$ cat config.mk
export PLATFORM = sky130hd
export DESIGN_NAME = seq_det_ctrl
export DESIGN_NICKNAME = d
export VERILOG_FILES = /design/src/rtl/seq_det_pkg.sv /design/src/rtl/seq_det_ctrl_hist.sv /design/src/rtl/seq_det_ctrl.sv
export SDC_FILE = /design/constraint.sdc
export NUM_CORES = 1
export LEC_CHECK = 0
export BUFFER_PORTS_ARGS = -buffer_cell sky130_fd_sc_hd__buf_4
export CAP_MARGIN = 20
export CORE_MARGIN = 2
export CORE_UTILIZATION = 30
export DETAILED_ROUTE_END_ITERATION = 8
export GPL_ROUTABILITY_DRIVEN = 1
export PLACE_DENSITY = 0.58
export RECOVER_POWER = 50
export SETUP_SLACK_MARGIN = 0.02
export SLEW_MARGIN = 15
export SYNTH_ARGS = -nofsm -noshare
export SYNTH_HDL_FRONTEND = slang
export SYNTH_HIERARCHICAL = 1
export SYNTH_SLANG_ARGS = --single-unit
$ cat constraint.sdc
create_clock -name clk -period 2.7 [get_ports clk]
set_input_delay 0.81 -clock clk [delete_from_list [all_inputs] [get_ports clk]]
set_output_delay 0.81 -clock clk [all_outputs]
set_load 0.1 [all_outputs]
$ cat src/rtl/seq_det_pkg.sv
// Shared definitions for the serial sequence detector: controller states
// and the default sizing used by the top level and the history sub-module.
package seq_det_pkg;

  localparam int MAX_LEN_DEF = 8;
  localparam int CNT_W_DEF   = 8;

  typedef enum logic {
    ST_IDLE = 1'b0,
    ST_RUN  = 1'b1
  } state_e;

endpackage

$ cat src/rtl/seq_det_ctrl_hist.sv
// Serial bit history and pattern compare. The window presented to the
// comparator is the stored history with the current bit appended, so a hit
// is reported in the same cycle the completing bit arrives.
module seq_hist
  import seq_det_pkg::*;
#(
  parameter int MAX_LEN = MAX_LEN_DEF
) (
  input  logic               clk,
  input  logic               rst,
  input  logic               bit_in,
  input  logic               valid,
  input  logic               clear,
  input  logic [3:0]         len,
  input  logic [MAX_LEN-1:0] pattern,
  output logic               hit
);

  // Only MAX_LEN-1 past bits are ever needed; the newest bit comes from bit_in.
  logic [MAX_LEN-2:0] hist_q;
  logic [MAX_LEN-2:0] hist_d;
  logic [MAX_LEN-1:0] window;
  logic [MAX_LEN-1:0] mask;

  // Compare window, length mask, next history and hit flag.
  always_comb begin
    window = {hist_q, bit_in};
    mask   = '0;
    for (int i = 0; i < MAX_LEN; i++) begin
      mask[i] = (i < int'(len));
    end
    hit    = (((window ^ pattern) & mask) == '0);
    hist_d = hist_q;
    if (clear) begin
      hist_d = '0;
    end else if (valid) begin
      hist_d = window[MAX_LEN-2:0];
    end
  end

  // History register.
  always_ff @(posedge clk or negedge rst) begin
    if (!rst) begin
      hist_q <= '0;
    end else begin
      hist_q <= hist_d;
    end
  end

endmodule

$ cat src/rtl/seq_det_ctrl.sv
// Configurable serial sequence detector controller. A configuration is
// latched in IDLE; a run shifts serial bits through seq_hist, counts
// matches (overlapping or not) and optionally ends when a target count is
// reached. match is a Mealy output valid in the same cycle as the bit.
module seq_det_ctrl
  import seq_det_pkg::*;
#(
  parameter int MAX_LEN = MAX_LEN_DEF,
  parameter int CNT_W   = CNT_W_DEF
) (
  input  logic               clk,
  input  logic               rst,
  input  logic               cfg_valid,
  output logic               cfg_ready,
  input  logic [MAX_LEN-1:0] cfg_pattern,
  input  logic [3:0]         cfg_len,
  input  logic               cfg_overlap,
  input  logic [CNT_W-1:0]   cfg_target,
  output logic               cfg_err,
  input  logic               start,
  input  logic               stop,
  input  logic               in_seq,
  input  logic               in_valid,
  output logic               match,
  output logic [CNT_W-1:0]   match_cnt,
  output logic               busy,
  output logic               done
);

  localparam int                FILL_W   = $clog2(MAX_LEN + 1);
  localparam logic [FILL_W-1:0] FILL_MAX = FILL_W'(MAX_LEN);

  state_e             state_q, state_d;
  logic [FILL_W-1:0]  fill_q, fill_d;
  logic [CNT_W-1:0]   cnt_q, cnt_d;
  logic               done_q, done_d;
  logic               err_q, err_d;
  logic [MAX_LEN-1:0] pat_q, pat_d;
  logic [3:0]         len_q, len_d;
  logic               ov_q, ov_d;
  logic [CNT_W-1:0]   tgt_q, tgt_d;

  logic               run;
  logic               hist_valid;
  logic               hist_clear;
  logic               hit;
  logic               fill_ok;
  logic [CNT_W:0]     cnt_inc;
  logic               tgt_hit;

  seq_hist #(.MAX_LEN(MAX_LEN)) u_hist (
    .clk     (clk),
    .rst     (rst),
    .bit_in  (in_seq),
    .valid   (hist_valid),
    .clear   (hist_clear),
    .len     (len_q),
    .pattern (pat_q),
    .hit     (hit)
  );

  // Match qualification; the count increment is one bit wider so the
  // saturation point and the target compare never wrap.
  always_comb begin
    run        = (state_q == ST_RUN);
    hist_valid = run & in_valid;
    hist_clear = ~run & start & ~cfg_valid & ~stop;
    fill_ok    = ((int'(fill_q) + 1) >= int'(len_q));
    match      = hist_valid & hit & fill_ok;
    cnt_inc    = {1'b0, cnt_q} + {{CNT_W{1'b0}}, 1'b1};
    tgt_hit    = match & (tgt_q != '0) & (cnt_inc == {1'b0, tgt_q});
    cfg_ready  = ~run;
    busy       = run;
    done       = done_q;
    cfg_err    = err_q;
    match_cnt  = cnt_q;
  end

  // Next-state logic: configuration handshake, run start/stop, fill and count.
  always_comb begin
    state_d = state_q;
    fill_d  = fill_q;
    cnt_d   = cnt_q;
    done_d  = 1'b0;
    err_d   = 1'b0;
    pat_d   = pat_q;
    len_d   = len_q;
    ov_d    = ov_q;
    tgt_d   = tgt_q;
    if (state_q == ST_IDLE) begin
      if (cfg_valid) begin
        if ((cfg_len != 4'd0) && (int'(cfg_len) <= MAX_LEN)) begin
          pat_d = cfg_pattern;
          len_d = cfg_len;
          ov_d  = cfg_overlap;
          tgt_d = cfg_target;
        end else begin
          err_d = 1'b1;
        end
      end else if (start && !stop) begin
        state_d = ST_RUN;
        fill_d  = '0;
        cnt_d   = '0;
      end
    end else begin
      if (in_valid) begin
        if (match && !ov_q) begin
          fill_d = '0;
        end else if (fill_q != FILL_MAX) begin
          fill_d = fill_q + FILL_W'(1);
        end
      end
      if (match && !cnt_inc[CNT_W]) begin
        cnt_d = cnt_inc[CNT_W-1:0];
      end
      if (tgt_hit) begin
        done_d = 1'b1;
      end
      if (stop || tgt_hit) begin
        state_d = ST_IDLE;
      end
    end
  end

  // State and configuration registers.
  always_ff @(posedge clk or negedge rst) begin
    if (!rst) begin
      state_q <= ST_IDLE;
      fill_q  <= '0;
      cnt_q   <= '0;
      done_q  <= 1'b0;
      err_q   <= 1'b0;
      pat_q   <= '0;
      len_q   <= 4'd1;
      ov_q    <= 1'b1;
      tgt_q   <= '0;
    end else begin
      state_q <= state_d;
      fill_q  <= fill_d;
      cnt_q   <= cnt_d;
      done_q  <= done_d;
      err_q   <= err_d;
      pat_q   <= pat_d;
      len_q   <= len_d;
      ov_q    <= ov_d;
      tgt_q   <= tgt_d;
    end
  end

endmodule

Word level (Yosys, flattened, before mapping) --
Cells that the tools add are included.
Operators by class: reduce and logical (&&, ||, !) cells 16, add/sub/neg operators 3, bitwise logic cells 13, order comparisons 10, mux-type cells 21, equal/unequal tests 6
Operators by type and width (count):
- two-way mux 8 bit | 4
- two-way mux 4 bit | 6
- less-than comparator 3 x 4 -> 1 bit, first input constant | 4
- two-way mux 7 bit | 2
- adder 8 x 1 -> 9 bit, second input constant | 1
- equality test 9 x 8 -> 1 bit | 1
- two-way mux 1 bit | 9
- bitwise AND 1 bit | 8
- bitwise AND 8 bit | 1
- logical NOT 8 bit | 1
- less-than comparator 1 x 4 -> 1 bit, first input constant | 2
- less-than comparator 2 x 4 -> 1 bit, first input constant | 2
- nonzero test 8 bit | 1
- XOR 8 bit | 1
- AND reduction 3 bit | 2
- adder 4 x 1 -> 5 bit, second input constant | 1
- greater-or-equal comparator 5 x 4 -> 1 bit | 1
- adder 4 x 1 -> 4 bit, second input constant | 1
- <= comparator 4 bit, second input constant | 1
- logical AND 1 bit | 4
- inequality test 2 x 1 -> 1 bit, second input constant | 2
- inequality test 4 bit, second input constant | 1
- AND reduction 4 bit | 1
- nonzero test 2 bit | 2
- 6 further kinds | 10
Word-level totals: output and inout port bits 13, logic and storage cells 79, input port bits 28, register bits after elaboration 43

Logic depth before layout (Yosys ltp) --
depth in word-level cells 10, gate-level depth with buffers 12, gate-level depth less buffers 11

By module --
The synthesis kept the hierarchy.
Modules (own cells, without submodules):
- seq_det_ctrl | area each 1983.2 um2, seq. area each 903.4 um2, times used 1, cells an instance 177
- seq_hist | area each 432.9 um2, seq. area each 175.2 um2, times used 1, cells an instance 45

Worst setup path before layout --
OpenSTA, ideal clock, no wires.
kind flip-flop to flip-flop, from register state_q, in the netlist busy, to register pat_q[4], required time 2.573 ns, path slack -0.359 ns, arrival time 2.932 ns, period minus slack after synthesis 3.059 ns, path buffers 2, setup time 0.127 ns, cell stages (with the launch flop) 7, cells stage by stage dfrtp_1 clkinv_1 nand2_1 nor2b_1 buf_2 buf_6 mux2_1
Between the ends: word-level cells in the longest chain between the ends 2
RTL lines:
- start, declared | line seq_det_ctrl.sv:33 | state_e state_q, state_d;
- start signal, assigned | line seq_det_ctrl.sv:138 | state_q <= state_d;
- inverter 1 bit (no source line)
- named net cfg_ready | line seq_det_ctrl.sv:14 | output logic cfg_ready,
- AND reduction 3 bit (no source line)
- end signal, assigned | line seq_det_ctrl.sv:143 | pat_q <= pat_d;
- end, declared | line seq_det_ctrl.sv:38 | logic [MAX_LEN-1:0] pat_q, pat_d;
The timed path passes the listed nets, and every way through them passes these cells. A chain may end at the register's enable or synchronous reset.

Worst setup path after layout --
from register len_q[1], to output match
Between the ends: word-level cells in the longest chain between the ends 5, elaborated cells between the ends (all ways) 13, those cells by class order compare (9); bitwise (3); reduce/logical (1)
RTL lines:
- start, declared | line seq_det_ctrl.sv:39 | logic [3:0] len_q, len_d;
- start signal, assigned | line seq_det_ctrl.sv:144 | len_q <= len_d;
- less-than comparator 1 x 4 -> 1 bit (tied with other cells) | line seq_det_ctrl_hist.sv:30 | mask[i] = (i < int'(len));
- bitwise AND 8 bit * | line seq_det_ctrl_hist.sv:32 | hit = (((window ^ pattern) & mask) == '0);
- logical NOT 8 bit * | line seq_det_ctrl_hist.sv:32
- named net hit | line seq_det_ctrl.sv:46 | logic hit;
- bitwise AND 1 bit * (2 in series) | line seq_det_ctrl.sv:69 | match = hist_valid & hit & fill_ok;
- end, declared | line seq_det_ctrl.sv:24 | output logic match,
The timed path passes the listed nets; every way through them passes the cells marked *.

==> flow_summary.yaml <==
timing:
  min_period_ns: 3.07
  drv_slew: 0
  tns_ns: -0.371
  rsz0062_at_grt: "true"
  fin_ws_ns: -0.368
  fin_worst_skew_ns: 0.0117
  worst_pin_slew_ns: 1.07
  hold_violations: 0
  fmax_ghz: 0.326
  max_slew_margin_pct: 28.7
  min_period_over_period_pct: 114
  finalSetupViolations: 2
route:
  drt-initial-drc-count: 64
  wl_met3_um: 242
  viasPerCell: 4.74
  top_layer_used: "met4"
  drcViolationCount: 0
  drt-met1-wl_mm: 2.46
  final_antenna_net_count: 0
  routed_wl_mm: 5.45
  drtPass1Iterations: 5
  num_vias: 1868
  met2_length_mm: 2.66
  wl_per_cell_um: 13.8
logic_synthesis:
  synth_edf_count: 0
  synthMuxAreaShare_pct: 12.2
  ys_seq_area_share_pct: 44.6
  synth-compound-area-share_pct: 10.4
  async_flop_share_pct: 100
  yosys_warnings: 6
  ys.flop_type: "dfrtp_1"
  synthTopCellsByArea: "dfrtp_1, mux2_2, xnor2_1"
  syn_inst: 222
  synth.avg_cell_area_um2: 10.9
  synthAdderAreaFrac_pct: 4.04
  synth_top_area_share_pct: 42.5
  synth_top_family_by_area: "simple AND/OR/NAND/NOR gates"
  yosysTopAreaCell: "dfrtp_1"
  ys_ff_latch: 43
  synthesis.nets: 257
  yosys-top-cells-count: "dfrtp_1, xnor2_1, mux2_2"
  syn_area_um2: 2420
  synth_cell_type_count: 51
  synth_xor_area_share_pct: 8.34
  synth_simple_gate_area_share_pct: 16.0
  synth_most_common_cell: "dfrtp_1"
clocking:
  insertion_delay_ns: 0.30
  clock-sinks: 43
  htree_num_levels: 2
  clockBufferDepth: 2
  cts_inserted_buffers: 5
  cts_tree: "built"
  cts_root_buf: "clkbuf_8"
  cts.reportedPaths.clkPinSlew_ns: 0.09
global_routing:
  grt_max_degree: 44
  grt_overflow_total: 0
  grt_pass1_wl_mm: 9.11
  antenna_found_initial: 0
  grtUsageTotal_pct: 13.3
  grt_pass1_vias: 1863
die:
  io_pins: 41
  rows: 32
  core-area_um2: 7770
  initial_core_util_pct: 31.1
  die_y_um: 93.7
  dieArea_um2: 8790
  die_w_um: 93.7
cells_and_area:
  drive_gt1_share_pct: 42.8
  seq_area_um2: 1080
  syn_to_final_growth_pct: 33.7
  fillers: 785
  diodes: 0
  final_nets: 326
  multi_input_area_um2: 1310
setup_path:
  crit_path_end_kind: "primary output"
  crit_path_start_kind: "flop"
  path_max_fanout: 3
  cp_data_arrival_time_ns: 2.26
  setup.worst_path.class: "flop to primary output"
  required_ns: 1.89
place:
  hpwl_mm: 4.10
  portBuffers: 40
  place_congestion: 0.856
power:
  total_power_w: 0.00213
  p_leak_nw: 1.45
  ir_worst_vdd_v: 0.000256
  cellPowerDensity_nw_per_um2: 660
hold_path:
  min_path_type: "flop to flop"
run:
  maxCapViolCount: 0
outcome:
  outcome: "finished with violations"
  violations: "setup timing"
## flip-flops by register name, summed over array words and instances (netlist names), 4 cells and up
| register | cells |
|---|---|
| fill_q | 4 |
| tgt_q | 8 |
| u_hist/hist_q | 7 |
| pat_q | 8 |
| match_cnt | 8 |
| len_q | 4 |
## final timing paths
kind,endpoint,from,cells after the start,slack [ns]
max,match,len_q[1],9,-0.37
min in group asynchronous,tgt_q[0],rst,1,0.70
max in group asynchronous,pat_q[5],rst,1,1.35
min,pat_q[3],pat_q[3],1,0.54
min reg2reg,pat_q[3],pat_q[3],1,0.54
max reg2reg,match_cnt[6],len_q[0],13,0.02
## per-stage QoR
stage / cells / worst slack, ns / utilization, % / hold WS [ns] / instance area [um^2]
6_report: 394 / -0.368 / 41.6 / 0.536 / 3230
5_1_grt: 394 / -0.541 / 41.6 / 0.548 / 3230
4_1_cts: 389 / -0.387 / 40.7 / 0.521 / 3160
3_5_place_dp: 380 / -0.391 / 38.8 / 0.520 / 3010
3_3_place_gp: 380 / -0.374 / 38.8 / 0.513 / 3010
2_1_floorplan: 222 / -0.00928 / - / 0.480 / 2450
## cell families (layout without fill, tap and decap cells)
family                     Yosys count  in the layout
adders and majority gates            8              8
and+or+nand+nor                     66             66
xor gates and xnor gates            23             23
muxes                               27             27
buffers and inverters               19             88
AOI/OAI and AO/OA                   36             37
DFF                                 43             43
## critical path: stages, from the launching register on
cell and delay, ns:
dfrtp_1 0.43, nor3b_2 0.21, a21oi_1 0.08, or4_1 0.48, a21oi_2 0.18, nand3_1 0.11, nor2_2 0.15, a21oi_4 0.07
inv_8 0.08, buf_12 0.16
## cell usage in the layout (no fill, tap or decap), types with 2 or more instances in the layout
master,instances
a21oi_1,3
or4_1,2
a22o_1,4
xor2_1,3
a21oi_4,2
or2_2,2
a211o_2,2
nor4_1,2
nor3_1,3
nand3b_1,2
dfstp_2,2
buf_4,65
clkbuf_8,6
dfrtp_1,41
and3_4,2
inv_1,9
o21ai_0,10
a31oi_1,4
mux2i_1,8
nor2_1,13
o21ai_2,2
nor4b_1,2
buf_12,2
nor2b_1,2
mux2_2,18
nand3_1,6
nand2_1,17
a21oi_2,2
and3_1,3
xnor2_1,18
ha_1,7
clkinv_2,2
## layout make-up
| cell class | instances | share of cell area (%) |
|---|---|---|
| Clock buffer | 6 | 2.56 |
| Clock inverter | 2 | 1.08 |
| Inverter | 11 | 1.55 |
| Multi-Input combinational cell | 161 | 40.6 |
| Sequential cell | 43 | 33.4 |
| Tap cell | 102 | 3.95 |
| Timing Repair Buffer | 69 | 16.8 |
## metal layers
layer  up-vias  GRT usage, %
li1        927             -
met1       885          17.1
met2        49          22.4
met3         7          2.97
met4         0          3.99
met5         -             0
## power breakdown
group,internal (W),leakage [nW],switching [W]
Combinational,0.000346,0.845,0.000383
Clock,0.000300,0.0612,0.000227
Sequential,0.000756,0.547,0.000119
Total,0.00140,1.45,0.000730
## timing repair
item                                   in CTS  in global routing
pin swaps                                   2                  2
cloned                                      0                  1
endpoints found under the hold margin       0                  0
hold buffers                                0                  0
resized for setup                           6                  7
setup buffers                               1                  4
setup endpoints to repair                   5                  6
No activity file was read; power rests on OpenSTA's default activity.
